$ cat config.mk
export PLATFORM = sky130hd
export DESIGN_NAME = light_sequence_monitor
export DESIGN_NICKNAME = d
export VERILOG_FILES = /design/src/rtl/light_sequence_monitor.sv
export SDC_FILE = /design/constraint.sdc
export NUM_CORES = 1
export LEC_CHECK = 0
export CORE_AREA = 2 2 65 67
export CTS_CLUSTER_DIAMETER = 40
export DETAILED_ROUTE_END_ITERATION = 7
export DIE_AREA = 0 0 67 69
export GPL_TIMING_DRIVEN = 0
export PLACE_DENSITY = 0.7
export SETUP_SLACK_MARGIN = 0.5
export SYNTH_ARGS = -nofsm -noshare
export SYNTH_HDL_FRONTEND = slang
export SYNTH_SLANG_ARGS = --single-unit
export TNS_END_PERCENT = 100
$ cat constraint.sdc
create_clock -name clk -period 2.3 [get_ports clk]
set_input_delay 0.46 -clock clk [delete_from_list [all_inputs] [get_ports clk]]
set_output_delay 0.46 -clock clk [all_outputs]
set_load 0.005 [all_outputs]
$ cat src/rtl/light_sequence_monitor.sv
// light_sequence_monitor
//   Passive checker for the traffic-light controller lamp outputs. It decodes
//   {red,yellow,green}, tracks the current phase and checks two things: the legal
//   order Red->Green->Yellow->Red, and the exact dwell time of each phase.
//   Every output is registered; nothing depends combinationally on the lamps.
// Ports
//   clk, reset          rising-edge clock, asynchronous active-high reset
//   red, yellow, green  lamp inputs from the controller
//   phase               0=SYNC 1=RED 2=GREEN 3=YELLOW
//   in_sync             high whenever phase is not SYNC
//   err, err_code       one-clock error pulse; the cause code holds until the next error
//   err_count           saturating count of errors since reset
//   cycle_count         wrapping count of completed Y->R cycles
//   dwell               clocks the current lamp has been seen, including this one
module light_sequence_monitor #(
   parameter int unsigned RED_TICKS    = 10,
   parameter int unsigned GREEN_TICKS  = 8,
   parameter int unsigned YELLOW_TICKS = 3,
   parameter int unsigned CNT_W        = 8
) (
   input  logic             clk,
   input  logic             reset,
   input  logic             red,
   input  logic             yellow,
   input  logic             green,
   output logic [1:0]       phase,
   output logic             in_sync,
   output logic             err,
   output logic [2:0]       err_code,
   output logic [7:0]       err_count,
   output logic [7:0]       cycle_count,
   output logic [CNT_W-1:0] dwell
);

   typedef enum logic [1:0] {
      StSync   = 2'd0,
      StRed    = 2'd1,
      StGreen  = 2'd2,
      StYellow = 2'd3
   } phase_e;

   localparam logic [2:0] LampR = 3'b100;
   localparam logic [2:0] LampY = 3'b010;
   localparam logic [2:0] LampG = 3'b001;

   localparam logic [CNT_W-1:0] RedT    = CNT_W'(RED_TICKS);
   localparam logic [CNT_W-1:0] GreenT  = CNT_W'(GREEN_TICKS);
   localparam logic [CNT_W-1:0] YellowT = CNT_W'(YELLOW_TICKS);

   localparam logic [2:0] CodeNone     = 3'd0;
   localparam logic [2:0] CodeNotOneHot = 3'd1;
   localparam logic [2:0] CodeBadOrder = 3'd2;
   localparam logic [2:0] CodeTooShort = 3'd3;
   localparam logic [2:0] CodeTooLong  = 3'd4;

   phase_e           phase_q, phase_d;
   logic [2:0]       lamps_q, lamps_d;
   logic [CNT_W-1:0] dwell_q, dwell_d;
   logic             err_q, err_d;
   logic [2:0]       err_code_q, err_code_d;
   logic [7:0]       err_count_q, err_count_d;
   logic [7:0]       cycle_count_q, cycle_count_d;

   logic [2:0]       lamps;
   logic             onehot;
   logic [2:0]       cur_lamp;
   logic [2:0]       next_lamp;
   phase_e           next_phase;
   logic [CNT_W-1:0] ticks;
   logic [2:0]       code;

   assign lamps  = {red, yellow, green};
   assign onehot = (lamps == LampR) || (lamps == LampY) || (lamps == LampG);

   // Per-phase lamp, expected successor and required dwell.
   always_comb begin
      cur_lamp   = LampR;
      next_lamp  = LampG;
      next_phase = StGreen;
      ticks      = RedT;
      case (phase_q)
         StGreen: begin
            cur_lamp   = LampG;
            next_lamp  = LampY;
            next_phase = StYellow;
            ticks      = GreenT;
         end
         StYellow: begin
            cur_lamp   = LampY;
            next_lamp  = LampR;
            next_phase = StRed;
            ticks      = YellowT;
         end
         default: ;
      endcase
   end

   always_comb begin
      lamps_d       = lamps;
      phase_d       = phase_q;
      err_d         = 1'b0;
      err_code_d    = err_code_q;
      err_count_d   = err_count_q;
      cycle_count_d = cycle_count_q;
      code          = CodeNone;

      if (lamps != lamps_q) begin
         dwell_d = CNT_W'(1);
      end else if (dwell_q != '1) begin
         dwell_d = dwell_q + CNT_W'(1);
      end else begin
         dwell_d = dwell_q;
      end

      if (phase_q == StSync) begin
         // The red preceding the first green is not timed.
         if (lamps == LampG && lamps_q == LampR) begin
            phase_d = StGreen;
         end
      end else if (!onehot) begin
         code = CodeNotOneHot;
      end else if (lamps == cur_lamp) begin
         // Holding the lamp one more clock would push the dwell past its limit.
         if (dwell_q >= ticks) begin
            code = CodeTooLong;
         end
      end else if (lamps == next_lamp) begin
         if (dwell_q == ticks) begin
            phase_d = next_phase;
            if (phase_q == StYellow) begin
               cycle_count_d = cycle_count_q + 8'd1;
            end
         end else begin
            code = CodeTooShort;
         end
      end else begin
         code = CodeBadOrder;
      end

      if (code != CodeNone) begin
         err_d      = 1'b1;
         err_code_d = code;
         phase_d    = StSync;
         if (err_count_q != 8'hFF) begin
            err_count_d = err_count_q + 8'd1;
         end
      end
   end

   always_ff @(posedge clk or posedge reset) begin
      if (reset) begin
         phase_q       <= StSync;
         lamps_q       <= 3'b000;
         dwell_q       <= '0;
         err_q         <= 1'b0;
         err_code_q    <= 3'd0;
         err_count_q   <= 8'd0;
         cycle_count_q <= 8'd0;
      end else begin
         phase_q       <= phase_d;
         lamps_q       <= lamps_d;
         dwell_q       <= dwell_d;
         err_q         <= err_d;
         err_code_q    <= err_code_d;
         err_count_q   <= err_count_d;
         cycle_count_q <= cycle_count_d;
      end
   end

   assign phase       = phase_q;
   assign in_sync     = (phase_q != StSync);
   assign err         = err_q;
   assign err_code    = err_code_q;
   assign err_count   = err_count_q;
   assign cycle_count = cycle_count_q;
   assign dwell       = dwell_q;

endmodule

==> impl_results.md <==
* Syn Inst Count at about 160
* Final cell area excluding filler cells at roughly 0.0026 sq mm
* CP startpoint kind: register
* Count of H-tree levels built during CTS at 2
* Remaining antenna violation count at 0
* Number of core rows at 23
* Max stage delay cell, worst path: sky130_fd_sc_hd__dfrtp_1
* Maximum number of pins on one net before global-route repair at 34
* Worst-Margin Slew at roughly 0.47 ns
* Area leader, netlist: sky130_fd_sc_hd__dfrtp_1
* Count of endpoints failing setup in the final report at 0
* Number of global-route vias before repair at 1446
* Width of the chip at roughly 67 um
* Most repeated cell in the gate-level netlist after synthesis: sky130_fd_sc_hd__dfrtp_1
* Endpoint type of the worst setup path: register
* Wirelength, routed at between 4000 and 5000 um
* Final critical-path required period at around 2.2 ns
* Outcome: completed
* Total cell area at the placement stage at 0.00219 sq mm
* Unrepaired setup endpoints after global routing: yes
* Syn_nets at 170
* Crit path max fanout at 7
* Floorplan die area at about 0.0046 sq mm
* Post-synthesis area per instance at roughly 11 sq um
* Global routing usage summed across all routing layers at 0.186
* Synthesized flop and latch total at 33
* Number of vias after detailed routing at between 1000 and 1500
* Number of warning messages in the yosys log at 0
* Part of the cycle the worst path needs at 0.974
* Ratio of routed vias to standard cells at 5.32
* Fillers at 300
* Layout Skew at approximately 0.0047 ns
* Most used DFF post-synth: sky130_fd_sc_hd__dfrtp_1
* Top cell types by occurrence after synthesis: sky130_fd_sc_hd__dfrtp_1 (33), sky130_fd_sc_hd__xnor2_1 (15), sky130_fd_sc_hd__nand2_1 (11), sky130_fd_sc_hd__nand3_1 (11)
* Mux cell area share after synthesis at 0.0190
* Share of the synthesized area in compound gates (AO/OA/AOI/OAI) at 0.100
* Layout area overhead at 54.7%
* Number of clock buffers inserted by TritonCTS at 5
* Area inside the core boundary at ~0.0039 sq mm
* Layout net count at roughly 230
* Number of sinks on the clock net at 33
* DRT Pass-1 Iters at 4
* First-pass GRT wire length at between 6000 and 7000 um
* Fraction of the yosys area taken by sequential cells at 0.484
* PwrDens at about 800 mW/mm^2
* Chain of cells forming the critical path: buf_6 > and2_4 > ha_4 > and4b_1 > nor3_1 > a211o_1 > a31oi_4 > mux2_4
* Worst slew margin relative to its limit at 0.683
* Maximum frequency from static timing analysis at ~0.45 GHz
* Endpoints failing hold at 0
* Total gr overflow at 0
* CTS tree: built
* Fraction of registers with async set or reset after synthesis at 1.00
* Post-detailed-placement half-perimeter wirelength at around 2500 um
* Simple-gate share of the synthesized area at 0.229
* Slowest stage delay, CP at 0.39 ns
* Data required time of the critical path at between 2 and 2.5 ns
* Number of flops mapped to enable cells by yosys at 0
* Final count of pins violating max slew at 0
* Number of antenna violations at the first check in global routing at 0
* Number of distinct library cells after synthesis at 40
* Initial core utilization at 0.436
* Path type of the worst min-delay path: input pin to asynchronous set/reset pin
* Reg clk slew, reported paths at 0.07 ns
* Signal arrival time at the worst endpoint at approximately 2.4 ns
* Peak supply drop at 478 uV
* Xor/xnor cell area share of the yosys netlist at 0.108
* Leak pwr at 1.19 nW
* Antenna diode instance count at 0
* Die extent in y at between 60 and 70 um
* CP Class: register to register
* Dominant combinational cell family by area after synthesis: simple AND/OR/NAND/NOR gates
* Ports at 36
* Buffers added on ports at 35
* DRC violations left at 0
* Worst skew pair latency at roughly 0.29 ns
* Share of synthesized cell area in full adder, half adder and majority cells at 0.0440
* Routability Congestion at 0.835
* Final instance count without filler cells at around 270
* Average detailed-routed wire length per instance at approximately 15 um
* Post-synth design cell area at between 0.0015 and 0.002 sq mm
* Number of max-cap violations at 0
* Cts hold-fix bufs at 0
* Clock root cell: sky130_fd_sc_hd__clkbuf_8
* Post-synth top area share at 0.484
* Total instance count after detailed placement at 244
* Initial DRC count at 80
* Number of buffers on the longest clock path at 2
* Fraction of layout instances using a drive strength above 1 at 0.329
* Dominant cells by area after synthesis: sky130_fd_sc_hd__dfrtp_1 (48%), sky130_fd_sc_hd__xnor2_1 (7.7%), sky130_fd_sc_hd__ha_1 (4.4%), sky130_fd_sc_hd__nand3_1 (3.2%), sky130_fd_sc_hd__xor2_1 (3.1%)
[cells by family (layout without fill, tap and decap cells)]
group | Yosys count | in the layout
muxes | 3 | 3
DFF | 33 | 33
and+or+nand+nor | 67 | 67
AOI/OAI and AO/OA | 22 | 22
buffers and inverters | 7 | 67
xor gates and xnor gates | 21 | 21
adders and majority gates | 6 | 6
[sequential cells by signal, indices dropped and copies added, names as in the netlist]
signal	count
dwell	8
err_code	3
err_count	8
cycle_count	8
phase	2
err	1
lamps_q	3
[per-layer routing]
metal	routed length, um	part of all wire	up-vias	global-route usage
li1	-	-	690	-
met1	1780	0.43	711	0.238
met2	2200	0.53	25	0.300
met3	143	0.035	4	0.0522
met4	24	0.0058	0	0.0612
met5	0	0	-	0
[final timing paths]
kind	to	slack [ns]	startpoint	depth (start not counted)
setup / recovery	err_count[1]$_DFFE_PP0P_	0.06	phase[1]$_DFFE_PP0P_	8
hold / removal	cycle_count[7]$_DFFE_PP0P_	0.43	reset	2
setup reg to reg	err_count[1]$_DFFE_PP0P_	0.06	phase[1]$_DFFE_PP0P_	8
hold reg to reg	err_count[4]$_DFFE_PP0P_	0.49	err_count[4]$_DFFE_PP0P_	1
max in group asynchronous	dwell[7]$_DFFE_PP0P_	1.43	reset	3
min in group clk	lamps_q[2]$_DFF_PP0_	0.44	red	1
[layout by cell type (no fill, tap or decap), types with 6 or more instances in the layout]
cell type / instances
sky130_fd_sc_hd__xnor2_1: 12
sky130_fd_sc_hd__clkdlybuf4s50_1: 31
sky130_fd_sc_hd__nand4_1: 8
sky130_fd_sc_hd__nand3_1: 6
sky130_fd_sc_hd__nor2_1: 6
sky130_fd_sc_hd__nand2_1: 8
sky130_fd_sc_hd__xor2_1: 6
sky130_fd_sc_hd__and3_1: 7
sky130_fd_sc_hd__buf_6: 8
sky130_fd_sc_hd__dfrtp_1: 28
sky130_fd_sc_hd__buf_4: 11
[cell type report]
cell class,instances,area [sq um],area share
flip-flops and latches,33,832,0.315
clock buffers,5,68.8,0.0261
repair buffers,52,508,0.192
well taps,50,62.6,0.0237
plain buffers,4,37.5,0.0142
inverters,3,11.3,0.00426
multi-input cells,119,1060,0.400
clock inverters,3,65.1,0.0246
[repair_timing]
| item | in CTS | in global routing |
|---|---|---|
| gates resized for setup | 31 | 24 |
| endpoints found under the setup margin | 31 | 28 |
| buffers inserted | 13 | 3 |
| pin swaps | 13 | 16 |
[worst max-delay path: cells and delay by family, from the launching register on]
kind,cells,cell delay [ns]
adders and majority gates,1,0.25
DFF,1,0.39
muxes,1,0.32
buffers and inverters,1,0.14
AOI/OAI and AO/OA,2,0.59
and+or+nand+nor,3,0.44
[through the flow]
stage               utilization  hold slack [ns]  setup WS (ns)  power, W  setup TNS (ns)
floorplan                     -            0.467          0.108   0.00105               0
global placement          0.559            0.460         -0.465   0.00127           -5.78
detailed placement        0.559            0.461         -0.529   0.00130           -7.28
CTS                       0.636            0.433         0.0276   0.00206               0
global route              0.675            0.438        -0.0679   0.00224          -0.277
finish                    0.675            0.433         0.0591   0.00213               0
[report_power, final]
group | leakage [nW] | switching (W) | total [W] | internal (W)
logic | 0.691 | 0.000314 | 0.000738 | 0.000424
clock network | 0.0681 | 0.000218 | 0.000649 | 0.000430
registers | 0.429 | 0.0000809 | 0.000739 | 0.000658
(Power assumes the default switching activity.)
